`src/rtl/uart_rx_controller.sv`:
```
// 8-N-1 UART receiver: two-flop synchronizer, mid-bit sampling, one-cycle valid/frame-error pulses.
// Define UART_RX_MAJORITY_EN to decide each bit by a 2-of-3 vote over the last three synchronized samples.
module uart_rx_controller #(
  parameter int unsigned CLKS_PER_BIT = 16
) (
  input  logic       clk,
  input  logic       reset_n,
  input  logic       rx_serial,
  output logic [7:0] rx_data,
  output logic       rx_valid,
  output logic       rx_frame_err,
  output logic       rx_active
);

  localparam logic [15:0] HALF = 16'((CLKS_PER_BIT - 1) / 2);
  localparam logic [15:0] LAST = 16'(CLKS_PER_BIT - 1);

  typedef enum logic [2:0] {
    IDLE      = 3'd0,
    START     = 3'd1,
    DATA      = 3'd2,
    STOP      = 3'd3,
    WAIT_HIGH = 3'd4
  } state_e;

  state_e      state_q, state_d;
  logic [15:0] clk_cnt_q, clk_cnt_d;
  logic [2:0]  bit_idx_q, bit_idx_d;
  logic [7:0]  shift_q, shift_d;
  logic [7:0]  data_q, data_d;
  logic        valid_q, valid_d;
  logic        err_q, err_d;
  logic        s1_q, rx_sync_q;
  logic        sample;
  logic [15:0] clk_cnt_inc;

  // Both stages reset high so a reset never looks like a start bit.
  always_ff @(posedge clk or negedge reset_n) begin
    if (!reset_n) begin
      s1_q      <= 1'b1;
      rx_sync_q <= 1'b1;
    end else begin
      s1_q      <= rx_serial;
      rx_sync_q <= s1_q;
    end
  end

`ifdef UART_RX_MAJORITY_EN
  // hist_q[0] mirrors rx_sync_q; [1] and [2] are the two previous cycles.
  logic [2:0] hist_q;

  always_ff @(posedge clk or negedge reset_n) begin
    if (!reset_n) hist_q <= 3'b111;
    else          hist_q <= {hist_q[1:0], s1_q};
  end

  assign sample = (hist_q[0] & hist_q[1]) | (hist_q[0] & hist_q[2]) | (hist_q[1] & hist_q[2]);
`else
  assign sample = rx_sync_q;
`endif

  assign clk_cnt_inc = clk_cnt_q + 16'd1;

  always_comb begin
    // NOTE: every signal gets a default first so no path leaves one unassigned (which would infer a latch).
    state_d   = state_q;
    clk_cnt_d = clk_cnt_q;
    bit_idx_d = bit_idx_q;
    shift_d   = shift_q;
    data_d    = data_q;
    valid_d   = 1'b0;
    err_d     = 1'b0;
    unique case (state_q)
      IDLE: begin
        clk_cnt_d = '0;
        bit_idx_d = '0;
        if (!rx_sync_q) state_d = START;
      end
      START: begin
        // The decision lands on the edge where the count reaches HALF.
        if (clk_cnt_inc == HALF) begin
          clk_cnt_d = '0;
          state_d   = sample ? IDLE : DATA;
        end else begin
          clk_cnt_d = clk_cnt_inc;
        end
      end
      DATA: begin
        if (clk_cnt_q == LAST) begin
          clk_cnt_d          = '0;
          shift_d[bit_idx_q] = sample;
          bit_idx_d          = bit_idx_q + 3'd1;
          if (bit_idx_q == 3'd7) state_d = STOP;
        end else begin
          clk_cnt_d = clk_cnt_inc;
        end
      end
      STOP: begin
        if (clk_cnt_q == LAST) begin
          clk_cnt_d = '0;
          if (sample) begin
            data_d  = shift_q;
            valid_d = 1'b1;
            state_d = IDLE;
          end else begin
            err_d   = 1'b1;
            state_d = WAIT_HIGH;
          end
        end else begin
          clk_cnt_d = clk_cnt_inc;
        end
      end
      WAIT_HIGH: begin
        // A held-low break reports once, then waits here for the line to recover.
        clk_cnt_d = '0;
        if (rx_sync_q) state_d = IDLE;
      end
      default: state_d = IDLE;
    endcase
  end

  // NOTE: sequential state is updated with non-blocking assignments so all flops see pre-edge values.
  always_ff @(posedge clk or negedge reset_n) begin
    if (!reset_n) begin
      state_q   <= IDLE;
      clk_cnt_q <= '0;
      bit_idx_q <= '0;
      shift_q   <= '0;
      data_q    <= '0;
      valid_q   <= 1'b0;
      err_q     <= 1'b0;
    end else begin
      state_q   <= state_d;
      clk_cnt_q <= clk_cnt_d;
      bit_idx_q <= bit_idx_d;
      shift_q   <= shift_d;
      data_q    <= data_d;
      valid_q   <= valid_d;
      err_q     <= err_d;
    end
  end

  assign rx_data      = data_q;
  assign rx_valid     = valid_q;
  assign rx_frame_err = err_q;
  assign rx_active    = (state_q == START) || (state_q == DATA) || (state_q == STOP);

endmodule

```
`config.mk`:
```
export PLATFORM = sky130hd
export DESIGN_NAME = uart_rx_controller
export DESIGN_NICKNAME = d
export VERILOG_FILES = /design/src/rtl/uart_rx_controller.sv
export SDC_FILE = /design/constraint.sdc
export NUM_CORES = 1
export LEC_CHECK = 0
export CAP_MARGIN = 0
export CORE_ASPECT_RATIO = 1.1
export CORE_MARGIN = 2
export CORE_UTILIZATION = 56
export DETAILED_ROUTE_END_ITERATION = 12
export PLACE_DENSITY = 0.76
export SKIP_CTS_REPAIR_TIMING = 1
export SYNTH_ARGS = -nofsm -noshare
export SYNTH_HDL_FRONTEND = slang
export SYNTH_SLANG_ARGS = --single-unit
```
`constraint.sdc`:
```
create_clock -name clk -period 2.7 [get_ports clk]
set_input_delay 0.675 -clock clk [delete_from_list [all_inputs] [get_ports clk]]
set_output_delay 0.675 -clock clk [all_outputs]
set_load 0.1 [all_outputs]
```
Yosys cells after proc, flatten, opt, wreduce, memory -nomap -nowiden
Index checks and enable logic that the tools add are counted.
Widths: inputs -> output; s select.
{"block": "word_totals", "reg_bits": 42, "in_bits": 3, "output_inout_bits": 11, "wordCells": 61}
{"block": "op_classes", "add_sub_neg": 2, "magnitude_cmp": 2, "n_eq_ne": 13, "n_mux": 23, "reduce_logical": 12}
{"op": "$pmux 16 s3", "n": 1}
{"op": "$mux 16", "n": 2}
{"op": "$mux 3", "n": 8}
{"op": "$add 16x1->16 const B", "n": 1}
{"op": "$eq 16x3->1 const B", "n": 1}
{"op": "$eq 16x4->1 const B", "n": 1}
{"op": "$pmux 3 s5", "n": 1}
{"op": "$ne 2x2->1 const B", "n": 6}
{"op": "$bwmux 8", "n": 1}
{"op": "$mux 1", "n": 7}
{"op": "$eq 3x2->1 const B", "n": 2}
{"op": "$eq 3x3->1 const B", "n": 2}
{"op": "$pmux 3 s2", "n": 1}
{"op": "$reduce_and 6->1", "n": 1}
{"op": "$lt 3x4->1 const B", "n": 1}
{"op": "$reduce_and 2->1", "n": 2}
{"op": "$reduce_or 2->1", "n": 2}
{"op": "$add 3x1->3 const B", "n": 1}
{"op": "$demux 1 s3", "n": 1}
{"op": "$eq 3x1->1 const B", "n": 1}
{"op": "$ge 3x1->1 const B", "n": 1}
{"op": "$logic_not 3->1", "n": 1}
{"op": "$reduce_and 3->1", "n": 1}
{"op": "$reduce_bool 3->1", "n": 1}
{"op": "other kinds (4)", "n": 5}

Longest topological paths before layout
Gate-level depths: netlist (run 1).
{"block": "depth", "word_depth": 5, "ltp_mapped": 9, "ltp_nobuf": 7}

Worst setup path after synthesis (run 1)
Ideal clock, no wire load.
{"block": "synth_path", "kind": "reg-to-reg", "from": "register state_q[1]", "to": "register clk_cnt_q[11]", "setup_time_ps": 110, "arrival_time_ps": 2668, "required_ps": 2590, "setup_slack_ps": -79, "path_stages_with_launch": 7, "n_path_buf": 2, "period_less_slack_ps": 2779, "cell_sequence": "dfrtp_1 clkbuf_1 nor2_1 nor2_1 o21ai_4 buf_6 o41ai_1"}
{"block": "synth_between", "elab_chain_len": 3, "elab_cells_between_ends": 9, "classes_between": "4 x eq/ne; 1 x mux; 4 x reduce/logical"}
{"element": "start, declared", "line_no": "26", "source": "state_e state_q, state_d;"}
{"element": "start signal, assigned", "line_no": "133", "source": "state_q <= state_d;"}
{"element": "$eq 3x3->1, or another cell as far along", "line_no": "73", "source": "unique case (state_q)"}
{"element": "$reduce_or 2->1 (no line)"}
{"element": "$pmux 16 s3 / $reduce_bool 3->1 (equally long branches)"}
{"element": "end signal, assigned", "line_no": "134", "source": "clk_cnt_q <= clk_cnt_d;"}
{"element": "end, declared", "line_no": "27", "source": "logic [15:0] clk_cnt_q, clk_cnt_d;"}
Several ways; a longest one is shown, not always the timed one.
A chain may end at the register's enable or synchronous reset.

Worst setup path after layout (run 1)
{"block": "layout_path", "from": "register clk_cnt_q[0]", "to": "register clk_cnt_q[1]"}
{"block": "layout_between", "elab_chain_len": 4, "elab_cells_between_ends": 6, "classes_between": "1 x add/sub; 2 x eq/ne; 3 x mux"}
{"element": "$add 16x1->16", "line_no": "62", "source": "assign clk_cnt_inc = clk_cnt_q + 16'd1;"}
{"element": "$eq 16x3->1", "line_no": "81", "source": "if (clk_cnt_inc == HALF) begin"}
{"element": "$mux 16", "line_no": "81"}
{"element": "$pmux 16 s3 (*)", "line_no": "73"}
Mark *: on every way between the ends. The rest lies on a longest branch, timed or not.

==> impl_results.md, run 1 <==
- Post-Route WL: 4860 microns
- Root Buffer: clkbuf_8
- Setup Viol. Count Final: 0
- Layout area overhead: 7.45%
- Leakage Power: 1.15 nW
- Unrepaired setup endpoints after global routing: no
- Die H: 73.2 microns
- Async SR Flop Fraction: 100%
- Num ports: 14
- Worst EP required: 2.88 ns
- Nets@finish: 252
- Ys Warns: 0
- Max-slew violations: 0
- Syn_area_per_cell: 10.2 sq um
- Mux cell area share after synthesis: 8.32%
- Rows: 25
- Fmax: 440 MHz
- Mapped Cells: 240
- Vias per cell: 6.14
- Wire length per cell: 16.2 microns
- Clock skew: 0.00343 ns
- Critical path arrival: 2.45 ns
- R2r startpoint: clk_cnt_q[0]
- Skew-Pair Late Insertion Delay: 0.29 ns
- Worst hold-check path type: in -> async
- Fin worst setup slack: 0.427 ns
- Vias in the first global route: 1719
- Clock sink count: 42
- Period minus WS final: 2.27 ns
- Status: finished, final reports clean
- Fraction of the cycle the final worst path needs: 84.2%
- Simple-gate share of the synthesized area: 24.3%
- Antenna cells: 0
- Layout Cell Area excl Fill: 2620 sq um
- XOR/XNOR Fraction of Synth Area: 1.44%
- Die area: 4890 sq um
- Max clock buf depth: 2
- Core area: 4250 sq um
- Gr ovfl total: 0
- Clock transition at path regs: 0.07 ns
- Cell area after placement: 2510 sq um
- CTS tree: built
- Sequential share of the synthesized area: 43.2%
- Mapped Area: 2440 sq um
- Yosys cell types: 55
- Die width: 66.9 microns
- Final Hold Fails: 0
- VDD IR max: 0.406 mV
- Ys flop type: dfrtp_1
- CP Launch Point: clk_cnt_q[0]
- Yosys reg bits: 42
- Hold slack: 0.260 ns
- Setup CP Type: reg -> reg
- Worst-Margin Slew: 0.603 ns
- Place WS: 0.444 ns
- Antenna viol nets, final: 0
- TNS Setup: 0 ns
- Placer Congestion: 0.872
- Power Total: 2.00 mW
- Rel. slew slack: 59.6%
- Largest family of logic cells by synthesized area: simple AND/OR/NAND/NOR gates
- Overall Global Routing Usage: 22.4%
- H-tree Lvls: 2
- Starting DRC count in detailed routing: 114
- Max FO, Critical Path: 17
- Max-cap check violation count: 0
- Initial antenna violation count: 0
- Cts bufs inserted: 5
- Pwr Density: 765 nW/um^2
- Routed vias: 1843
- # DRC: 0
- IO Port Bufs: 13
- Layout cells sized above 1: 24.8%
- Largest net degree at the start of global routing: 20
- Adder-cell area share of the yosys netlist: 2.05%
- EDFF count, synth: 0
- First-pass GRT wire length: 8250 microns
- CP Launch Type: register
- Compound-cell area share of the yosys netlist: 15.3%
- Dpl hpwl: 3470 microns
- Pre-Repair DR Iteration Count: 4
- Syn_nets: 247
- Starting density of the core: 57.3%
- Worst setup EP type: register
## worst paths after layout
path / endpoint / slack, ns / depth (start not counted)
worst max-delay path: clk_cnt_q[1] / 0.43 / 6
worst min-delay path: rx_data[0] / 0.26 / 1
worst max register to register: clk_cnt_q[1] / 0.43 / 6
worst min register to register: rx_sync_q / 0.36 / 0
max in group asynchronous: rx_sync_q / 1.89 / 2
min in group clk: rx_sync_q / 0.36 / 0
## kinds of logic (layout without fill, tap and decap cells)
group	count (synthesis)	in the layout
AOI/OAI and AO/OA	56	56
xor gates and xnor gates	4	4
adders and majority gates	4	4
buffers and inverters	22	28
DFF	42	42
muxes	17	17
and+or+nand+nor	95	95
## area by class of cell
type                            count  area, sq um
Tap cell                           54         67.6
Inverter                            4         15.0
Multi-Input combinational cell    176         1250
Sequential cell                    42         1050
Clock buffer                        7         76.3
Fill cell                         368         1640
Clock inverter                      1         30.0
Timing Repair Buffer               16          120
## stage by stage
step	util [%]	std cells
2_1_floorplan	-	240
3_3_place_gp	59.0	292
3_5_place_dp	59.0	292
4_1_cts	61.5	300
5_1_grt	61.5	300
6_report	61.5	300
## registers in the layout, indices dropped and copies added (netlist names)
| name | flops |
|---|---|
| bit_idx_q | 3 |
| clk_cnt_q | 16 |
| rx_data | 8 |
| rx_frame_err | 1 |
| rx_sync_q | 1 |
| rx_valid | 1 |
| s1_q | 1 |
| shift_q | 8 |
| state_q | 3 |
## worst max-delay path, cell delays in order, from the launching register on
cell	delay, ns
dfrtp_1	0.46
ha_1	0.35
and3_4	0.24
nand4_2	0.25
o21ai_4	0.48
nor2_1	0.07
a221o_1	0.30
## per-layer routing
layer | vias up | GRT usage (%) | wire [microns]
li1 | 894 | - | -
met1 | 903 | 29.2 | 2180
met2 | 39 | 37.4 | 2410
met3 | 7 | 3.24 | 180
met4 | 0 | 8.84 | 91
met5 | - | 0 | 0
## cells in the final DEF (no fill, tap or decap), types with 6 or more instances in the layout
cell     count
o21ai_1      8
buf_4       14
o21ai_0     11
nor2b_1      6
dfrtp_1     40
o31ai_1      6
nand2_1     15
a21oi_1      8
nor2_1      20
nand4_1      6
mux2_2      12
## synthesized netlist by cell type, types with 5 or more instances
master | instances | area, sq um
mux2_2 | 12 | 135
o21ai_1 | 8 | 40.0
and3_1 | 5 | 31.3
nor2_1 | 21 | 78.8
o21ai_0 | 11 | 55.1
a21oi_1 | 8 | 40.0
buf_2 | 7 | 35.0
nand4_1 | 6 | 37.5
nand2_1 | 15 | 56.3
nor2b_1 | 6 | 37.5
dfrtp_1 | 40 | 1000
o31ai_1 | 6 | 45.0
and4_1 | 5 | 43.8
## power by group
| part | total (mW) | leakage, nW | switching, mW | internal (mW) |
|---|---|---|---|---|
| sequential | 0.852 | 0.564 | 0.143 | 0.709 |
| combinational | 0.670 | 0.530 | 0.397 | 0.273 |
| clock | 0.480 | 0.0524 | 0.203 | 0.276 |
| total | 2.00 | 1.15 | 0.743 | 1.26 |
(Power assumes the default switching activity.)
==> run 2: changes to the inputs <==
clock period = 2.15 ns   (was 2.7 ns; I/O delays follow)
==> impl_results.md, run 2 (synthesis gave the netlist of run 1 again) <==
- CP Launch Type: register
- Routed vias: 1920
- Pre-Repair DR Iteration Count: 5
- Clock sink count: 42
- Dpl hpwl: 3600 microns
- Max FO, Critical Path: 10
- Die width: 66.9 microns
- Place WS: 0.0768 ns
- Largest net degree at the start of global routing: 23
- Num ports: 14
- Period minus WS final: 2.07 ns
- Pwr Density: 989 nW/um^2
- Leakage Power: 1.22 nW
- Starting density of the core: 57.3%
- Rel. slew slack: 68.0%
- Most frequent cells in the layout: 35 x dfrtp_1, 23 x buf_4, 19 x nor2_1, 15 x nand2_1, 12 x mux2_2
- Critical path arrival: 2.25 ns
- First-pass GRT wire length: 9120 microns
- Overall Global Routing Usage: 24.8%
- Starting DRC count in detailed routing: 118
- Antenna cells: 0
- Cts bufs inserted: 5
- Layout area overhead: 14.4%
- Gr ovfl total: 0
- Vias per cell: 6.17
- Worst-Margin Slew: 0.479 ns
- Fin worst setup slack: 0.0823 ns
- CTS tree: built
- VDD IR max: 0.692 mV
- Final Hold Fails: 0
- Clock skew: 0.00655 ns
- R2R Setup Slk: 0.08 ns
- Wire length per cell: 17.2 microns
- Fmax: 484 MHz
- H-tree Lvls: 2
- Core area: 4250 sq um
- Commonest non-fill, non-tap cell in the layout: dfrtp_1
- Die H: 73.2 microns
- Rows: 25
- Root Buffer: clkbuf_8
- Reg2Reg Capture Point: shift_q[5]
- Worst EP required: 2.33 ns
- Max clock buf depth: 2
- Die area: 4890 sq um
- Status: finished, final reports clean
- IO Port Bufs: 13
- Nets@finish: 263
- Layout cells sized above 1: 32.3%
- R2r startpoint: clk_cnt_q[4]
- Setup Viol. Count Final: 0
- Max-slew violations: 0
- Setup CP Type: reg -> reg
- Vias in the first global route: 1917
- TNS Setup: 0 ns
- Worst setup EP type: register
- Max reg flops: 16
- Antenna viol nets, final: 0
- Fillers: 343
- Clock transition at path regs: 0.08 ns
- Initial antenna violation count: 0
- Top reg by flops: clk_cnt_q
- Fraction of the cycle the final worst path needs: 96.2%
- Post-Route WL: 5360 microns
- Max-cap check violation count: 0
- Worst r2r path cells: 6
- Skew-Pair Late Insertion Delay: 0.30 ns
- Worst hold-check path type: in -> async
- # DRC: 0
- Placer Congestion: 0.860
-- run 2: worst max-delay path by stage --
| stage | from | endpoint | slack, ns |
|---|---|---|---|
| floorplan | clk_cnt_q[0] | clk_cnt_q[1] | 0.06 |
| global placement | clk_cnt_q[4] | shift_q[1] | 0.10 |
| detailed placement | clk_cnt_q[0] | clk_cnt_q[9] | 0.08 |
| CTS | clk_cnt_q[4] | shift_q[1] | 0.01 |
| global route | clk_cnt_q[2] | clk_cnt_q[1] | -0.009 |
| finish | clk_cnt_q[4] | shift_q[5] | 0.08 |
-- run 2: per-layer routing --
| metal | part of all wire, % | up-vias | track usage [%] | routed length (microns) |
|---|---|---|---|---|
| met5 | 0 | - | 0 | 0 |
| met4 | 1.5 | 0 | 10.2 | 78 |
| met3 | 5.5 | 6 | 4.94 | 293 |
| met2 | 49 | 61 | 38.9 | 2640 |
| met1 | 44 | 933 | 33.6 | 2360 |
| li1 | - | 920 | - | - |
-- run 2: where the power goes --
group | internal (mW) | switching [mW] | total [mW]
clock network | 0.378 | 0.265 | 0.644
registers | 0.891 | 0.171 | 1.06
logic | 0.462 | 0.590 | 1.05
total | 1.73 | 1.03 | 2.76
-- run 2: layout make-up --
| type | count | area, sq um | share of cell area, % |
|---|---|---|---|
| clock buffer | 7 | 86.3 | 3.10 |
| clock inverter | 1 | 30.0 | 1.08 |
| inverter | 4 | 15.0 | 0.539 |
| multi-input combinational | 176 | 1300 | 46.7 |
| sequential | 42 | 1060 | 38.0 |
| tap | 54 | 67.6 | 2.42 |
| timing repair buffer | 27 | 228 | 8.17 |
-- run 2: critical path, cell delays in order (launching register included) --
cell     delay, ns
dfrtp_2       0.49
nor4_2        0.34
and4_1        0.26
and2_4        0.17
nand3_2       0.12
nor3b_2       0.22
mux2_1        0.34
-- run 2: stage by stage --
stage | util, % | instances | hold slack [ns] | power [mW] | cell area, sq um
global route | 65.5 | 311 | 0.228 | 2.95 | 2790
CTS | 64.2 | 310 | 0.211 | 2.71 | 2730
detailed placement | 61.5 | 302 | 0.347 | 2.06 | 2620
floorplan | - | 240 | 0.242 | 1.77 | 2440
global placement | 61.5 | 302 | 0.346 | 2.03 | 2620
finish | 65.5 | 311 | 0.189 | 2.76 | 2790
==> run 3: changes to the inputs <==
CTS_CLUSTER_SIZE = 10   (was default)
==> results of run 3 <==
Same layout as run 2: the final DEF is identical, and so are final timing and power.
